### src/rtl/quasi_rmw_engine.sv
// Read-modify-write engine: read, dummy cycle, final write, then a one-cycle done pulse.
// Define QUASI_RMW_DUMMY_WRITE_EN to make the dummy cycle write back the original value.
module quasi_rmw_engine #(
    parameter int DATA_WIDTH = 8,
    parameter int ADDR_WIDTH = 16
) (
    input  logic                  clk,
    input  logic                  reset,
    input  logic                  start,
    output logic                  ready,
    input  logic [2:0]            op,
    input  logic [ADDR_WIDTH-1:0] address,
    input  logic                  carryIn,
    output logic                  busRequestWrite,
    output logic [ADDR_WIDTH-1:0] busRqAddress,
    input  logic [DATA_WIDTH-1:0] busDataIn,
    output logic [DATA_WIDTH-1:0] busDataOut,
    output logic                  done,
    output logic [DATA_WIDTH-1:0] result,
    output logic                  flagN,
    output logic                  flagZ,
    output logic                  flagC
);

    typedef enum logic [2:0] {IDLE, READ, DUMMY, WRITE, DONE} state_t;

    state_t                  state_q, state_d;
    logic [2:0]              op_q, op_d;
    logic                    carry_q, carry_d;
    logic [ADDR_WIDTH-1:0]   addr_q, addr_d;
    logic                    wr_q, wr_d;
    logic [DATA_WIDTH-1:0]   data_out_q, data_out_d;
    logic                    done_q, done_d;
    logic [DATA_WIDTH-1:0]   result_q, result_d;
    logic                    flag_n_q, flag_n_d;
    logic                    flag_z_q, flag_z_d;
    logic                    flag_c_q, flag_c_d;

    logic [DATA_WIDTH-1:0]   mod_res;
    logic                    mod_c;

    // Modify unit works directly on the read data arriving during DUMMY.
    always_comb begin
        mod_res = busDataIn;
        mod_c   = carry_q;
        case (op_q)
            3'd0: mod_res = busDataIn + DATA_WIDTH'(1);
            3'd1: mod_res = busDataIn - DATA_WIDTH'(1);
            3'd2: begin
                mod_res = {busDataIn[DATA_WIDTH-2:0], 1'b0};
                mod_c   = busDataIn[DATA_WIDTH-1];
            end
            3'd3: begin
                mod_res = {1'b0, busDataIn[DATA_WIDTH-1:1]};
                mod_c   = busDataIn[0];
            end
            3'd4: begin
                mod_res = {busDataIn[DATA_WIDTH-2:0], carry_q};
                mod_c   = busDataIn[DATA_WIDTH-1];
            end
            3'd5: begin
                mod_res = {carry_q, busDataIn[DATA_WIDTH-1:1]};
                mod_c   = busDataIn[0];
            end
            default: begin
                mod_res = busDataIn;
                mod_c   = carry_q;
            end
        endcase
    end

    always_comb begin
        state_d    = state_q;
        op_d       = op_q;
        carry_d    = carry_q;
        addr_d     = addr_q;
        wr_d       = wr_q;
        data_out_d = data_out_q;
        done_d     = 1'b0;
        result_d   = result_q;
        flag_n_d   = flag_n_q;
        flag_z_d   = flag_z_q;
        flag_c_d   = flag_c_q;
        case (state_q)
            IDLE: begin
                wr_d = 1'b0;
                if (start) begin
                    state_d = READ;
                    op_d    = op;
                    addr_d  = address;
                    carry_d = carryIn;
                end
            end
            READ: begin
                state_d = DUMMY;
`ifdef QUASI_RMW_DUMMY_WRITE_EN
                wr_d    = 1'b1;
`else
                wr_d    = 1'b0;
`endif
            end
            DUMMY: begin
                state_d    = WRITE;
                wr_d       = 1'b1;
                data_out_d = mod_res;
                result_d   = mod_res;
                flag_n_d   = mod_res[DATA_WIDTH-1];
                flag_z_d   = (mod_res == '0);
                flag_c_d   = mod_c;
            end
            WRITE: begin
                state_d = DONE;
                wr_d    = 1'b0;
                done_d  = 1'b1;
            end
            DONE: begin
                state_d = IDLE;
                wr_d    = 1'b0;
            end
            default: state_d = IDLE;
        endcase
    end

    always_ff @(posedge clk or posedge reset) begin
        if (reset) begin
            state_q    <= IDLE;
            op_q       <= '0;
            carry_q    <= 1'b0;
            addr_q     <= '0;
            wr_q       <= 1'b0;
            data_out_q <= '0;
            done_q     <= 1'b0;
            result_q   <= '0;
            flag_n_q   <= 1'b0;
            flag_z_q   <= 1'b0;
            flag_c_q   <= 1'b0;
        end else begin
            state_q    <= state_d;
            op_q       <= op_d;
            carry_q    <= carry_d;
            addr_q     <= addr_d;
            wr_q       <= wr_d;
            data_out_q <= data_out_d;
            done_q     <= done_d;
            result_q   <= result_d;
            flag_n_q   <= flag_n_d;
            flag_z_q   <= flag_z_d;
            flag_c_q   <= flag_c_d;
        end
    end

    // The original value only exists on busDataIn during DUMMY, so the dummy write forwards it.
`ifdef QUASI_RMW_DUMMY_WRITE_EN
    assign busDataOut = (state_q == DUMMY) ? busDataIn : data_out_q;
`else
    assign busDataOut = data_out_q;
`endif

    assign ready           = (state_q == IDLE) && !reset;
    assign busRequestWrite = wr_q;
    assign busRqAddress    = addr_q;
    assign done            = done_q;
    assign result          = result_q;
    assign flagN           = flag_n_q;
    assign flagZ           = flag_z_q;
    assign flagC           = flag_c_q;

endmodule

### config.mk
export PLATFORM = sky130hd
export DESIGN_NAME = quasi_rmw_engine
export DESIGN_NICKNAME = d
export VERILOG_FILES = /design/src/rtl/quasi_rmw_engine.sv
export SDC_FILE = /design/constraint.sdc
export NUM_CORES = 1
export LEC_CHECK = 0
export ABC_CLOCK_PERIOD_IN_PS = 8200
export CORE_MARGIN = 2
export CORE_UTILIZATION = 30
export DETAILED_ROUTE_END_ITERATION = 10
export SETUP_SLACK_MARGIN = 0.5
export SLEW_MARGIN = 5
export SYNTH_ARGS = -nofsm -noshare
export SYNTH_HDL_FRONTEND = slang
export SYNTH_SLANG_ARGS = --single-unit
### constraint.sdc
create_clock -name clk -period 8.2 [get_ports clk]
set_input_delay 2.05 -clock clk [delete_from_list [all_inputs] [get_ports clk]]
set_output_delay 2.05 -clock clk [all_outputs]
set_load 0.01 [all_outputs]
==> key figures <==
Setup path
  – Critical Path AT: 3.29 ns
  – Data required, critical path: 6.15 ns
  – CP endpoint kind: output port
  – Slowest CP cell: clkdlybuf4s50_1
  – CP dominant cell by count: clkdlybuf4s50_1
  – Kind of critical path: in -> out
  – CP peak stage delay: 0.60 ns
  – Critical path fanouts, max: 2
  – Crit-path cells: clkdlybuf4s50_1 -> nor4_1 -> clkdlybuf4s50_1
  – Critical path launch point type: input pin

Floorplanning
  – Die area: 7720 um^2
  – Std cell rows: 30
  – Die height: 87.9 um
  – # IOs: 69
  – Core area: 6790 um^2
  – Initial core utilization: 31.0%
  – Die Width: 87.9 um

Logic synthesis
  – Sequential area share after synthesis: 41.5%
  – Ys async rst share: 100%
  – Synth Flop Type: dfrtp_1
  – Post-Syn Nets: 242
  – Mapped Avg Cell Area: 10.1 um^2
  – Synth Warn #: 0
  – Post-synthesis cell count: 208
  – Synth Register Bits: 35
  – Post-synth EDFFs: 0
  – Area of the mapped netlist: 2110 um^2
  – Yosys cell types: 49

Timing
  – Worst-Margin Slew: 0.729 ns
  – Fin crit share: 65.1%
  – # setup viols final: 0
  – Worst relative slew slack: 51.4%
  – RSZ-0062 raised after global routing: no
  – Min Clock Period, post-route: 5.34 ns
  – F_max: 187 MHz
  – Final WS setup: 2.86 ns
  – Setup_tns: 0 ns
  – Fin. max-slew vios: 0
  – Final hold vios: 0
  – Clock skew: 0.00981 ns

Global routing
  – GRT Residual Overflow: 0
  – Vias in the first global route: 1569
  – Tot GR Track Use: 13.5%
  – First-pass GRT wire length: 8.07 mm
  – Antenna violations before repair: 0
  – Largest net degree at the start of global routing: 36

Clock tree
  – # hold bufs at CTS: 0
  – Worst-path clk slew: 0.07 ns
  – Root Driver: clkbuf_8
  – CTS tree: built
  – Clock latency on the worst-skew pair: 0.30 ns
  – CTS max path bufs: 2
  – Clock sink count: 35
  – Num CTS Buffers: 5
  – Post-CTS Resized: 0
  – Post-CTS Setup Bufs: 0
  – H-tree levels: 2

Pwr
  – PD cells: 379 nW/um^2
  – Leak: 0.00119 uW
  – Maximum VDD drop: 0.189 mV

Routing
  – Starting DRC count in detailed routing: 138
  – # DRC: 0
  – Routed Antenna Nets: 0
  – First-pass DRT Iterations: 4
  – Wire per inst: 14.0 um
  – Vias per cell: 4.92
  – WL final: 4.98 mm
  – Vias: 1752

Finish
  – Share of cells above drive strength 1: 12.3%
  – Register area: 876 um^2
  – Number of fill cells: 678
  – Area occupied by multi-input gates: 1070 um^2
  – Fin util: 42.4%
  – Antenna diodes: 0
  – Syn-to-layout area delta: 36.7%
  – Final net count: 293

Placement
  – Routability cong.: 0.827
  – Hpwl dp: 3.58 mm
  – Post-place setup slack: 2.88 ns
  – IO buf count: 68

Job
  – MaxCap Viol Count: 0

Worst hold path
  – HP Class: reg -> reg

Outcome
  – Status: finished, final reports clean
cells in the mapped netlist (5+ instances only):
cell	instances	area share, %
a21oi_1	10	2.4
nand2b_1	5	1.5
clkbuf_1	15	2.7
xnor2_1	6	2.5
mux2_1	9	4.8
nor2_1	9	1.6
nand2_1	15	2.7
dfrtp_1	35	42
mux2_2	16	8.5
buf_4	9	3.2
o21ai_0	6	1.4
mux2i_1	8	3.8
worst paths after layout:
path	start	endpoint	slack, ns	cells after the start
max	reset	ready	2.86	3
max in group asynchronous	reset	flagZ$_DFFE_PP0P_	5.71	3
min reg2reg	flagC$_DFFE_PP0P_	flagC$_DFFE_PP0P_	0.48	2
max reg2reg	op_q[1]$_DFFE_PP0P_	result[7]$_DFFE_PP0P_	4.78	9
min in group asynchronous	reset	busRqAddress[7]$_DFFE_PP0P_	2.18	3
min	flagC$_DFFE_PP0P_	flagC$_DFFE_PP0P_	0.48	2
kinds of logic after synthesis:
family | count (synthesis) | synth area share [%]
XOR/XNOR | 7 | 2.91
AO/OA/AOI/OAI | 49 | 16.6
multiplexers | 33 | 17.1
AND/OR/NAND/NOR | 50 | 12.2
flip-flops | 35 | 41.5
adder cells (fa/ha/maj) | 3 | 1.78
buffers and inverters | 31 | 7.89
area by class of cell:
class,instances,share of cell area (%)
multi-input combinational,142,37.2
sequential,35,30.4
timing repair buffer,70,24.1
tap,96,4.16
clock buffer,6,2.86
inverter,5,0.694
clock inverter,2,0.564
cell usage in the layout (no fill, tap or decap), drive strengths merged, types with 2 or more instances in the layout:
cell           synthesis  final
clkbuf                15      6
o22ai                  2      2
inv                    4      4
a311oi                 3      3
mux2i                  8      8
clkinv                 1      2
o211ai                 3      3
a21o                   4      4
nor2                   9      9
buf                   11      2
nor3                   4      4
clkdlybuf4s50          0     68
a31o                   2      2
dfrtp                 35     35
nand3                  2      2
mux2                  25     25
a211oi                 2      2
a21boi                 2      2
o21ai                 10     10
nor4                   2      2
ha                     3      3
and3                   3      3
nand2                 15     15
xnor2                  6      6
or3                    3      3
a41o                   2      2
a21oi                 10     10
a211o                  2      2
nand2b                 5      5
flip-flops by register name (all words and copies together) (netlist names):
register and count:
busRqAddress 16, result 8, op_q 3, state_q 3, busRequestWrite 1, carry_q 1
done 1, flagC 1, flagZ 1
per-stage QoR:
stage	cells	hold slack, ns	power [uW]	instance area, um^2
after floorplan	208	0.464	735	2110
after global placement	348	0.463	954	2790
after detailed placement	348	0.469	967	2790
after CTS	356	0.486	1110	2880
after global routing	356	0.508	1170	2880
final	356	0.477	1090	2880
power breakdown:
part	switching (uW)	total, uW	internal (uW)
Combinational	256	597	342
Sequential	103	361	258
Clock	66.9	135	68.5
layer usage:
layer | wire (um) | track usage (%)
met1 | 2240 | 17.8
met2 | 2280 | 20.0
met3 | 418 | 6.50
met4 | 38 | 2.94
met5 | 0 | 0
worst max-delay path, delay by kind of cell:
| kind | cells | cell delay (ns) |
|---|---|---|
| buffers and inverters | 2 | 1.02 |
| AND/OR/NAND/NOR | 1 | 0.22 |
Power figures use the tool's default switching activity.
